### src/rtl/div_iter.sv
// Iterative restoring radix-2 divider for the execute stage.
// One quotient bit per cycle, then a single fix-up cycle for signs and
// divide-by-zero, then a one-cycle result pulse. No backpressure on output.
module div_iter #(
    parameter int unsigned W = 32
) (
    input  logic             clk,
    input  logic             resetn,
    input  logic             s_valid,
    input  logic             s_signed,
    input  logic [W-1:0]     s_dividend,
    input  logic [W-1:0]     s_divisor,
    input  logic             cancel,
    output logic             s_ready,
    output logic             m_valid,
    output logic [2*W-1:0]   m_tdata
);

    localparam int unsigned CNT_W = 6;
    localparam logic [CNT_W-1:0] LAST_STEP = CNT_W'(W - 1);

    typedef enum logic [1:0] {
        IDLE = 2'd0,
        BUSY = 2'd1,
        FIX  = 2'd2,
        DONE = 2'd3
    } state_t;

    state_t state;
    state_t next_state;

    logic [W-1:0]     rem;
    logic [W-1:0]     quo;
    logic [W-1:0]     dvs;
    logic [W-1:0]     orig_dividend;
    logic             neg_quo;
    logic             neg_rem;
    logic             div_zero;
    logic [CNT_W-1:0] cnt;

    logic             accept_c;
    logic [W-1:0]     abs_dividend_c;
    logic [W-1:0]     abs_divisor_c;
    logic [W:0]       trial_c;
    logic [W:0]       diff_c;
    logic             ge_c;
    logic [W-1:0]     quo_fix_c;
    logic [W-1:0]     rem_fix_c;

    // State register
    always_ff @(posedge clk or negedge resetn) begin
        if (!resetn) begin
            state <= IDLE;
        end else begin
            state <= next_state;
        end
    end

    // Next-state logic; cancel aborts BUSY/FIX but never a pending DONE pulse
    always_comb begin
        next_state = state;
        accept_c   = 1'b0;
        case (state)
            IDLE: begin
                if (s_valid && !cancel) begin
                    accept_c   = 1'b1;
                    next_state = BUSY;
                end
            end
            BUSY: begin
                if (cancel) begin
                    next_state = IDLE;
                end else if (cnt == LAST_STEP) begin
                    next_state = FIX;
                end
            end
            FIX: begin
                if (cancel) begin
                    next_state = IDLE;
                end else begin
                    next_state = DONE;
                end
            end
            DONE: begin
                next_state = IDLE;
            end
            default: begin
                next_state = IDLE;
            end
        endcase
    end

    // Operand magnitudes, restoring step and final sign/zero fix-up
    always_comb begin
        abs_dividend_c = (s_signed && s_dividend[W-1]) ? (~s_dividend + W'(1)) : s_dividend;
        abs_divisor_c  = (s_signed && s_divisor[W-1])  ? (~s_divisor + W'(1))  : s_divisor;
        trial_c        = {rem, quo[W-1]};
        ge_c           = (trial_c >= {1'b0, dvs});
        diff_c         = trial_c - {1'b0, dvs};
        quo_fix_c      = div_zero ? {W{1'b1}} : (neg_quo ? (~quo + W'(1)) : quo);
        rem_fix_c      = div_zero ? orig_dividend : (neg_rem ? (~rem + W'(1)) : rem);
    end

    // Datapath: capture on accept, iterate in BUSY, publish result in FIX
    always_ff @(posedge clk or negedge resetn) begin
        if (!resetn) begin
            rem           <= '0;
            quo           <= '0;
            dvs           <= '0;
            orig_dividend <= '0;
            neg_quo       <= 1'b0;
            neg_rem       <= 1'b0;
            div_zero      <= 1'b0;
            cnt           <= '0;
            m_tdata       <= '0;
        end else begin
            if (accept_c) begin
                rem           <= '0;
                quo           <= abs_dividend_c;
                dvs           <= abs_divisor_c;
                orig_dividend <= s_dividend;
                neg_quo       <= s_signed && (s_dividend[W-1] != s_divisor[W-1]);
                neg_rem       <= s_signed && s_dividend[W-1];
                div_zero      <= (s_divisor == '0);
                cnt           <= '0;
            end else if (state == BUSY && !cancel) begin
                rem <= W'(ge_c ? diff_c : trial_c);
                quo <= {quo[W-2:0], ge_c};
                cnt <= cnt + CNT_W'(1);
            end
            if (state == FIX && !cancel) begin
                m_tdata <= {quo_fix_c, rem_fix_c};
            end
        end
    end

    // Registered handshake outputs, derived from the upcoming state
    always_ff @(posedge clk or negedge resetn) begin
        if (!resetn) begin
            m_valid <= 1'b0;
            s_ready <= 1'b1;
        end else begin
            m_valid <= (next_state == DONE);
            s_ready <= (next_state == IDLE);
        end
    end

endmodule

### config.mk
export PLATFORM = sky130hd
export DESIGN_NAME = div_iter
export DESIGN_NICKNAME = d
export VERILOG_FILES = /design/src/rtl/div_iter.sv
export SDC_FILE = /design/constraint.sdc
export NUM_CORES = 1
export LEC_CHECK = 0
export ABC_CLOCK_PERIOD_IN_PS = 3200
export BUFFER_PORTS_ARGS = -buffer_cell sky130_fd_sc_hd__buf_2
export CORE_MARGIN = 2
export CORE_UTILIZATION = 30
export CTS_BUF_LIST = sky130_fd_sc_hd__clkbuf_16
export DETAILED_ROUTE_END_ITERATION = 8
export HOLD_SLACK_MARGIN = 0.02
export PLACE_DENSITY_LB_ADDON = 0.2
export SLEW_MARGIN = 20
export SYNTH_ARGS = -nofsm -noshare
export SYNTH_HDL_FRONTEND = slang
export SYNTH_SLANG_ARGS = --single-unit
export TNS_END_PERCENT = 1
### constraint.sdc
create_clock -name clk -period 3.2 [get_ports clk]
set_input_delay 0.16 -clock clk [delete_from_list [all_inputs] [get_ports clk]]
set_output_delay 0.16 -clock clk [all_outputs]
set_load 0.02 [all_outputs]
==> flow_summary.toml, run 1 <==
[route]
drt_first_iter_violations = 790
drcViolationCount = 0
post_drt_wl_per_cell_um = 17.2
ant_nets = 0
first_pass_iters = 5
vias = 11600
viasPerCell = 5.02
drt-total-wl_mm = 39.8

[timing]
fmax_ghz = 0.329
maxSlewHeadroom_pct = 36.2
holdWs_ns = 0.0863
period_needed_ns = 3.04
worst_pin_slew_ns = 0.957
rsz0062_at_grt = "true"
slew_viol_final = 0
hold_viol_final = 0
finalSetupViolCount = 0
finClkSkew_ns = 0.0179
fin_crit_sh_pct = 95.0

[cts]
clock_path_buffers = 3
tritoncts = "done"
htree_levels = 1
clock-sinks = 205
clkSlewWorstSetupHoldPaths_ns = 0.06
post_cts_buffers = 0
ctsRootBufferMaster = "clkbuf_16"
cts_buffers = 26
clkLatencyLatePin_ns = 0.56

[synth]
synth_top_area_share_pct = 40.1
async_flop_share_pct = 100
syn_nets = 1665
synth_cell_types = 68
synth-main-ff-cell = "dfrtp_1"
yosysTopAreaCell = "dfrtp_1"
yosysWarnings = 0
ys_seq_area_share_pct = 40.3
syn_area_um2 = 12700
synth_enable_flop_cells = 0
synth_area_leaders = "dfrtp_1 (40%), nand2_1 (8.9%), xor2_1 (5.2%)"
synth_seq_cells = 205
synth_cells = 1558
syn_avg_cell_area_um2 = 8.16

[layout]
nets = 1857
instances_no_fill = 2309
diodes = 0
drive_above_1_share_pct = 14.0
area_delta_synth_final_pct = 23.6

[outcome]
outcome = "completed"

[global_routing]
grt_usage_pct = 17.9
grt_max_degree = 90
grt_pass1_vias = 11300
antenna_found_initial = 2
grt_overflow = 0
grt_pass1_wl_mm = 63.1

[floorplan]
ios = 135
core_um2 = 41900
num_rows = 75
start_util_pct = 30.3
die_w_um = 210
die_area_um2 = 44100
die_height_um = 210

[job]
cap_violations = 0

[setup_path]
worstPathMaxFanout = 5
cp-start-kind = "register"
end_kind = "register"
crit_arrival_ns = 3.46
cp.required_ns = 3.62
crit_type = "register to register"

[placement]
dp_hpwl_mm = 29.3
gp_congestion = 0.892
dp.cells = 2194
port_buffers = 134

[power]
power_density_nw_per_um2 = 714
power.leakage_nw = 7.37
vdd_drop_max_uv = 482

[worst_hold_path]
hold_class = "primary input to register"
## power breakdown
part	switching, W	leakage (nW)	internal (W)
registers	0.000511	2.67	0.00301
logic	0.00281	4.28	0.00199
clock network	0.00119	0.426	0.00171
## cells in the final DEF (no fill, tap or decap), drive strengths merged, types with 19 or more instances in the layout
cell type    Yosys  layout
buf             11     187
nor2           129     129
a21oi          118     118
xnor2           73      73
a31oi           23      23
xor2            75      75
dfrtp          204     204
nand3           66      66
o31ai           30      30
clkbuf          80      27
nor3            20      20
or3             19      19
o21ai          129     129
ha              37      37
dlygate4sd3      0      67
nand2          302     302
inv             55      61
## through the flow
step / util (%) / TNS, ns / total power (W) / setup slack (ns) / cell area (µm²)
2_1_floorplan: - / 0 / 0.00664 / 0.0921 / 12700
3_3_place_gp: 33.8 / 0 / 0.00824 / 0.0877 / 14200
3_5_place_dp: 33.8 / 0 / 0.00826 / 0.0862 / 14200
4_1_cts: 37.4 / 0 / 0.0113 / 0.0711 / 15700
5_1_grt: 37.5 / -0.0381 / 0.0120 / -0.0381 / 15700
6_report: 37.5 / 0 / 0.0112 / 0.161 / 15700
## flip-flops by register name, summed over array words and instances (netlist names), 2 cells and up
signal         flops
cnt                6
dvs               32
m_tdata           64
orig_dividend     32
quo               32
rem               32
state              2
## final timing paths
check | end | from | slack [ns] | cells after the start
worst min register to register | dvs[24] | dvs[24] | 0.48 | 2
worst max-delay path | m_tdata[61] | quo[8] | 0.16 | 8
max in group asynchronous | div_zero | resetn | 2.02 | 3
worst max register to register | m_tdata[61] | quo[8] | 0.16 | 8
worst min-delay path | m_tdata[33] | cancel | 0.09 | 5
min in group asynchronous | m_tdata[11] | resetn | 0.21 | 2
## timing repair
| item | in CTS | in global routing |
|---|---|---|
| endpoints found under the hold margin | 163 | 0 |
| hold buffers | 67 | 0 |
| gates resized for setup | 0 | 5 |
| endpoints found under the setup margin | 0 | 5 |
## routing by layer
layer  track usage, %  part of all wire (%)  vias to the layer above
li1                 -                     -                     5797
met5                0                     0                        -
met2             28.5                    44                      240
met1             26.3                    50                     5526
met3             2.23                   4.0                       38
met4             2.89                   1.4                        0
## cell usage after synthesis (all sizes together) (23+ instances only)
library cell	n
dfrtp	204
o21ai	129
nor2	129
inv	55
xor2	75
nand3	66
nand2	302
a21oi	118
clkbuf	80
xnor2	73
a31oi	23
o31ai	30
ha	37
## area by class of cell
type                            count  area, µm²
Clock buffer                       26        651
Clock inverter                     22        181
Fill cell                        4377      26200
Inverter                           56        210
Multi-Input combinational cell   1206       7080
Sequential cell                   205       5130
Tap cell                          539        674
Timing Repair Buffer              255       1790
## cell families (layout without fill, tap and decap cells)
family                     count (synthesis)  count (layout)  share of synthesized area, %
adders and majority gates                 38              38                          3.80
xor gates and xnor gates                 148             148                          10.2
buffers and inverters                    147             359                          4.41
DFF                                      205             205                          40.3
and+or+nand+nor                          626             626                          22.1
muxes                                     13              13                          1.02
AOI/OAI and AO/OA                        381             381                          18.2
## worst max-delay path, cell delays in order (launching register included)
cell and delay [ns]:
dfrtp_1 0.45, nor4_4 0.35, nand4_1 0.22, or4_4 0.49, or3_4 0.37, or4_1 0.50
o41ai_2 0.27, xor2_1 0.18, a21oi_1 0.08
Power figures use the tool's default switching activity.
==> inputs of run 2 (changes only) <==
CORE_MARGIN = 5   (was 2)
==> run 2 against run 1 <==
Combinational power rose by 1%. Die area is 5.8% higher. Critical path depth unchanged. Via count barely moved. Clock skew fell by 0.0028 ns. Worst hold slack lost 0.033 ns. Clock power shrank 4%. Critical path type unchanged.
==> flow_summary.toml, run 2 (synthesis results as in run 1) <==
[layout]
drive_above_1_share_pct = 14.2
diodes = 0
layout_commonest_cell = "nand2_1"
area_delta_synth_final_pct = 23.6
regMostFlops = "m_tdata"
nets = 1862
final_util_pct = 37.5
largest_reg_flops = 64
mostFrequentLayoutCells = "nand2_1 (301), dfrtp_1 (203), buf_2 (133), nor2_1 (128), o21ai_0 (126)"

[setup_path]
crit_path_end = "m_tdata[61]"
r2r-end = "m_tdata[61]"
reg2reg_setup_slack_ns = 0.19
crit_start = "quo[4]"
crit_type = "register to register"
reg2reg_depth = 8
cp.required_ns = 3.60
r2r_start = "quo[4]"
cp-start-kind = "register"
end_kind = "register"
worstPathMaxFanout = 5
crit_arrival_ns = 3.41

[job]
cap_violations = 0

[timing]
maxSlewHeadroom_pct = 35.8
fin_crit_sh_pct = 93.9
hold_viol_final = 0
fmax_ghz = 0.333
slew_viol_final = 0
holdWs_ns = 0.0533
finalSetupViolCount = 0
rsz0062_at_grt = "false"
setup_tns_ns = 0
finClkSkew_ns = 0.0151
worst_pin_slew_ns = 0.962
period_needed_ns = 3.01

[global_routing]
grt_pass1_vias = 11400
grt_pass1_wl_mm = 64.2
grt_overflow = 0
antenna_found_initial = 1
grt_max_degree = 101
grt_usage_pct = 16.8

[placement]
gp_congestion = 0.872
port_buffers = 134
dp_hpwl_mm = 29.9

[floorplan]
die_height_um = 216
ios = 135
start_util_pct = 30.3
die_area_um2 = 46600
die_w_um = 216
num_rows = 75
core_um2 = 41900

[route]
first_pass_iters = 5
viasPerCell = 5.02
ant_nets = 0
drt_first_iter_violations = 946
drt-total-wl_mm = 40.1
post_drt_wl_per_cell_um = 17.3
vias = 11600
drcViolationCount = 0

[worst_hold_path]
hold_class = "primary input to register"
hold_depth = 3

[power]
power.leakage_nw = 7.39
power_density_nw_per_um2 = 710
vdd_drop_max_uv = 334

[cts]
htree_levels = 1
clkSlewWorstSetupHoldPaths_ns = 0.06
clock_path_buffers = 3
ctsRootBufferMaster = "clkbuf_16"
clkLatencyLatePin_ns = 0.54
post_cts_buffers = 0
tritoncts = "done"
clock-sinks = 205
cts_buffers = 26

[outcome]
outcome = "completed"
run 2: through the flow:
stage,power (W),std cells,instance area [µm²],setup WS [ns]
after floorplan,0.00664,1558,12700,0.0921
after global placement,0.00829,2200,14200,0.110
after detailed placement,0.00831,2200,14200,0.0928
after CTS,0.0112,2312,15700,0.0812
after global routing,0.0120,2312,15700,0.0173
final,0.0112,2312,15700,0.194
run 2: layout make-up:
| type | instances | area [µm²] |
|---|---|---|
| fillers | 4387 | 26200 |
| clock buffers | 26 | 651 |
| multi-input cells | 1206 | 7080 |
| repair buffers | 260 | 1830 |
| inverters | 56 | 210 |
| flip-flops and latches | 205 | 5130 |
| clock inverters | 20 | 145 |
| well taps | 539 | 674 |
run 2: worst min-delay path by stage:
stage	startpoint	endpoint	slack, ns
2_1_floorplan	resetn	cnt[0]	-0.14
3_3_place_gp	resetn	m_tdata[12]	0.30
3_5_place_dp	resetn	m_tdata[10]	0.29
4_1_cts	s_divisor[0]	dvs[0]	0.03
5_1_grt	s_divisor[0]	dvs[0]	0.08
6_report	s_divisor[0]	dvs[0]	0.05
run 2: report_power, final:
group	switching, W	internal, W
Clock	0.00115	0.00162
Sequential	0.000508	0.00301
Combinational	0.00284	0.00202
run 2: timing repair:
action,4_1_cts,5_1_grt
hold buffers,66,0
endpoints found under the setup margin,0,4
resized for setup,0,4
hold endpoints to repair,171,0
run 2: critical path: stages, from the launching register on:
cell	delay, ns
dfrtp_1	0.42
nor3_2	0.37
nand4_1	0.21
or4_4	0.48
or3_4	0.37
or4_1	0.49
o41ai_2	0.26
xor2_1	0.18
a21oi_1	0.08
run 2: layer usage:
metal  part of all wire (%)  routed length (µm)  up-vias  track usage (%)
met5                      0                   0        -                0
met3                    4.7                1880       44             2.48
met1                     49               19800     5501             24.9
met4                    1.9                 752        0             3.33
met2                     44               17700      262             26.1
li1                       -                   -     5803                -
==> inputs of run 3 (changes only) <==
CELL_PAD_IN_SITES_DETAIL_PLACEMENT = 0   (was default)
CELL_PAD_IN_SITES_GLOBAL_PLACEMENT = 2   (was default)
==> run 3 against run 2 <==
Clock skew is 0.0051 ns higher. Via count is 1.3% lower. Combinational power hardly changed. Highest routed layer unchanged.
==> flow_summary.toml, run 3 (synthesis results as in run 1) <==
[timing]
setup_tns_ns = 0
slew_viol_final = 0
worst_pin_slew_ns = 0.944
fin_ws_ns = 0.170
fmax_ghz = 0.330
finalSetupViolCount = 0
finClkSkew_ns = 0.0202
period_needed_ns = 3.03
hold_viol_final = 0
maxSlewHeadroom_pct = 36.9
rsz0062_at_grt = "false"
fin_crit_sh_pct = 94.7

[layout]
diodes = 0
instances_no_fill = 2316
drive_above_1_share_pct = 14.5
regMostFlops = "m_tdata"
largest_reg_flops = 64
area_delta_synth_final_pct = 23.9
final_util_pct = 37.6
layout_commonest_cell = "nand2_1"
nets = 1867
mostFrequentLayoutCells = "nand2_1 (301), dfrtp_1 (203), buf_2 (133), nor2_1 (128), o21ai_0 (126)"

[global_routing]
grt_usage_pct = 17.7
antenna_found_initial = 0
grt_pass1_vias = 11700
grt_pass1_wl_mm = 67.1
grt_overflow = 0
grt_max_degree = 149

[route]
post_drt_wl_per_cell_um = 18.1
ant_nets = 0
vias = 11500
viasPerCell = 4.95
drcViolationCount = 0
drt-total-wl_mm = 41.9
first_pass_iters = 5
drt_first_iter_violations = 654

[power]
vdd_drop_max_uv = 345
finalPower_w = 0.0111
power_density_nw_per_um2 = 706
power.leakage_nw = 7.41

[worst_hold_path]
hold_class = "primary input to register"

[placement]
gp_congestion = 0.845
dp_hpwl_mm = 31.6
dp.cells = 2203
port_buffers = 134
dp_slack_ns = 0.133

[floorplan]
num_rows = 75
ios = 135
core_um2 = 41900
die_height_um = 216
die_area_um2 = 46600
die_w_um = 216
start_util_pct = 30.3

[cts]
tritoncts = "done"
htree_levels = 1
clock-sinks = 205
cts_buffers = 27
clock_path_buffers = 3
clkLatencyLatePin_ns = 0.55
post_cts_buffers = 0
ctsRootBufferMaster = "clkbuf_16"
clkSlewWorstSetupHoldPaths_ns = 0.06

[setup_path]
cp-start-kind = "register"
worstPathMaxFanout = 5
end_kind = "register"
crit_type = "register to register"
cp.required_ns = 3.61
crit_arrival_ns = 3.44

[outcome]
outcome = "completed"

[job]
cap_violations = 0
run 3: final timing paths:
check                           startpoint     endpoint  slack (ns)  cells past startpoint
worst min register to register  m_tdata[4]   m_tdata[4]        0.47                      2
worst max-delay path                quo[8]  m_tdata[61]        0.17                      8
min in group asynchronous           resetn  m_tdata[11]        0.21                      2
max in group asynchronous           resetn  m_tdata[46]        2.23                      3
worst min-delay path               s_valid      s_ready        0.06                      3
worst max register to register      quo[8]  m_tdata[61]        0.17                      8
run 3: layout make-up:
cell class / instances / area, µm²
well taps: 539 / 674
multi-input cells: 1206 / 7060
clock buffers: 27 / 676
inverters: 56 / 210
fillers: 4335 / 26200
flip-flops and latches: 205 / 5130
clock inverters: 19 / 110
repair buffers: 264 / 1900
run 3: metal layers:
metal / track usage, % / up-vias / wire length [µm] / share of wire [%]
met5: 0 / - / 0 / 0
met4: 4.41 / 0 / 907 / 2.2
met3: 2.28 / 51 / 1630 / 3.9
met2: 28.7 / 202 / 19000 / 45
li1: - / 5799 / - / -
met1: 25.3 / 5407 / 20400 / 49
run 3: report_power, final:
part | total, W | switching (W) | internal (W)
Sequential | 0.00351 | 0.000505 | 0.00301
Combinational | 0.00484 | 0.00285 | 0.00200
Clock | 0.00277 | 0.00118 | 0.00159
run 3: stage by stage:
step,hold WS [ns],area (µm²)
final,0.0558,15800
after global routing,0.0676,15800
after CTS,0.0411,15800
after detailed placement,0.259,14300
after global placement,0.256,14300
after floorplan,-0.136,12700
run 3: timing repair:
| action | in CTS | in global routing |
|---|---|---|
| hold buffers | 67 | 0 |
| endpoints found under the setup margin | 0 | 2 |
| gates resized for setup | 0 | 2 |
| endpoints found under the hold margin | 157 | 0 |
run 3: critical path: stages (launching register included):
cell and delay, ns:
dfrtp_1 0.44, nor4_2 0.37, nand4_1 0.21, or4_4 0.49
or3_4 0.38, or4_1 0.50, o41ai_2 0.27, xor2_1 0.17
a21oi_1 0.08
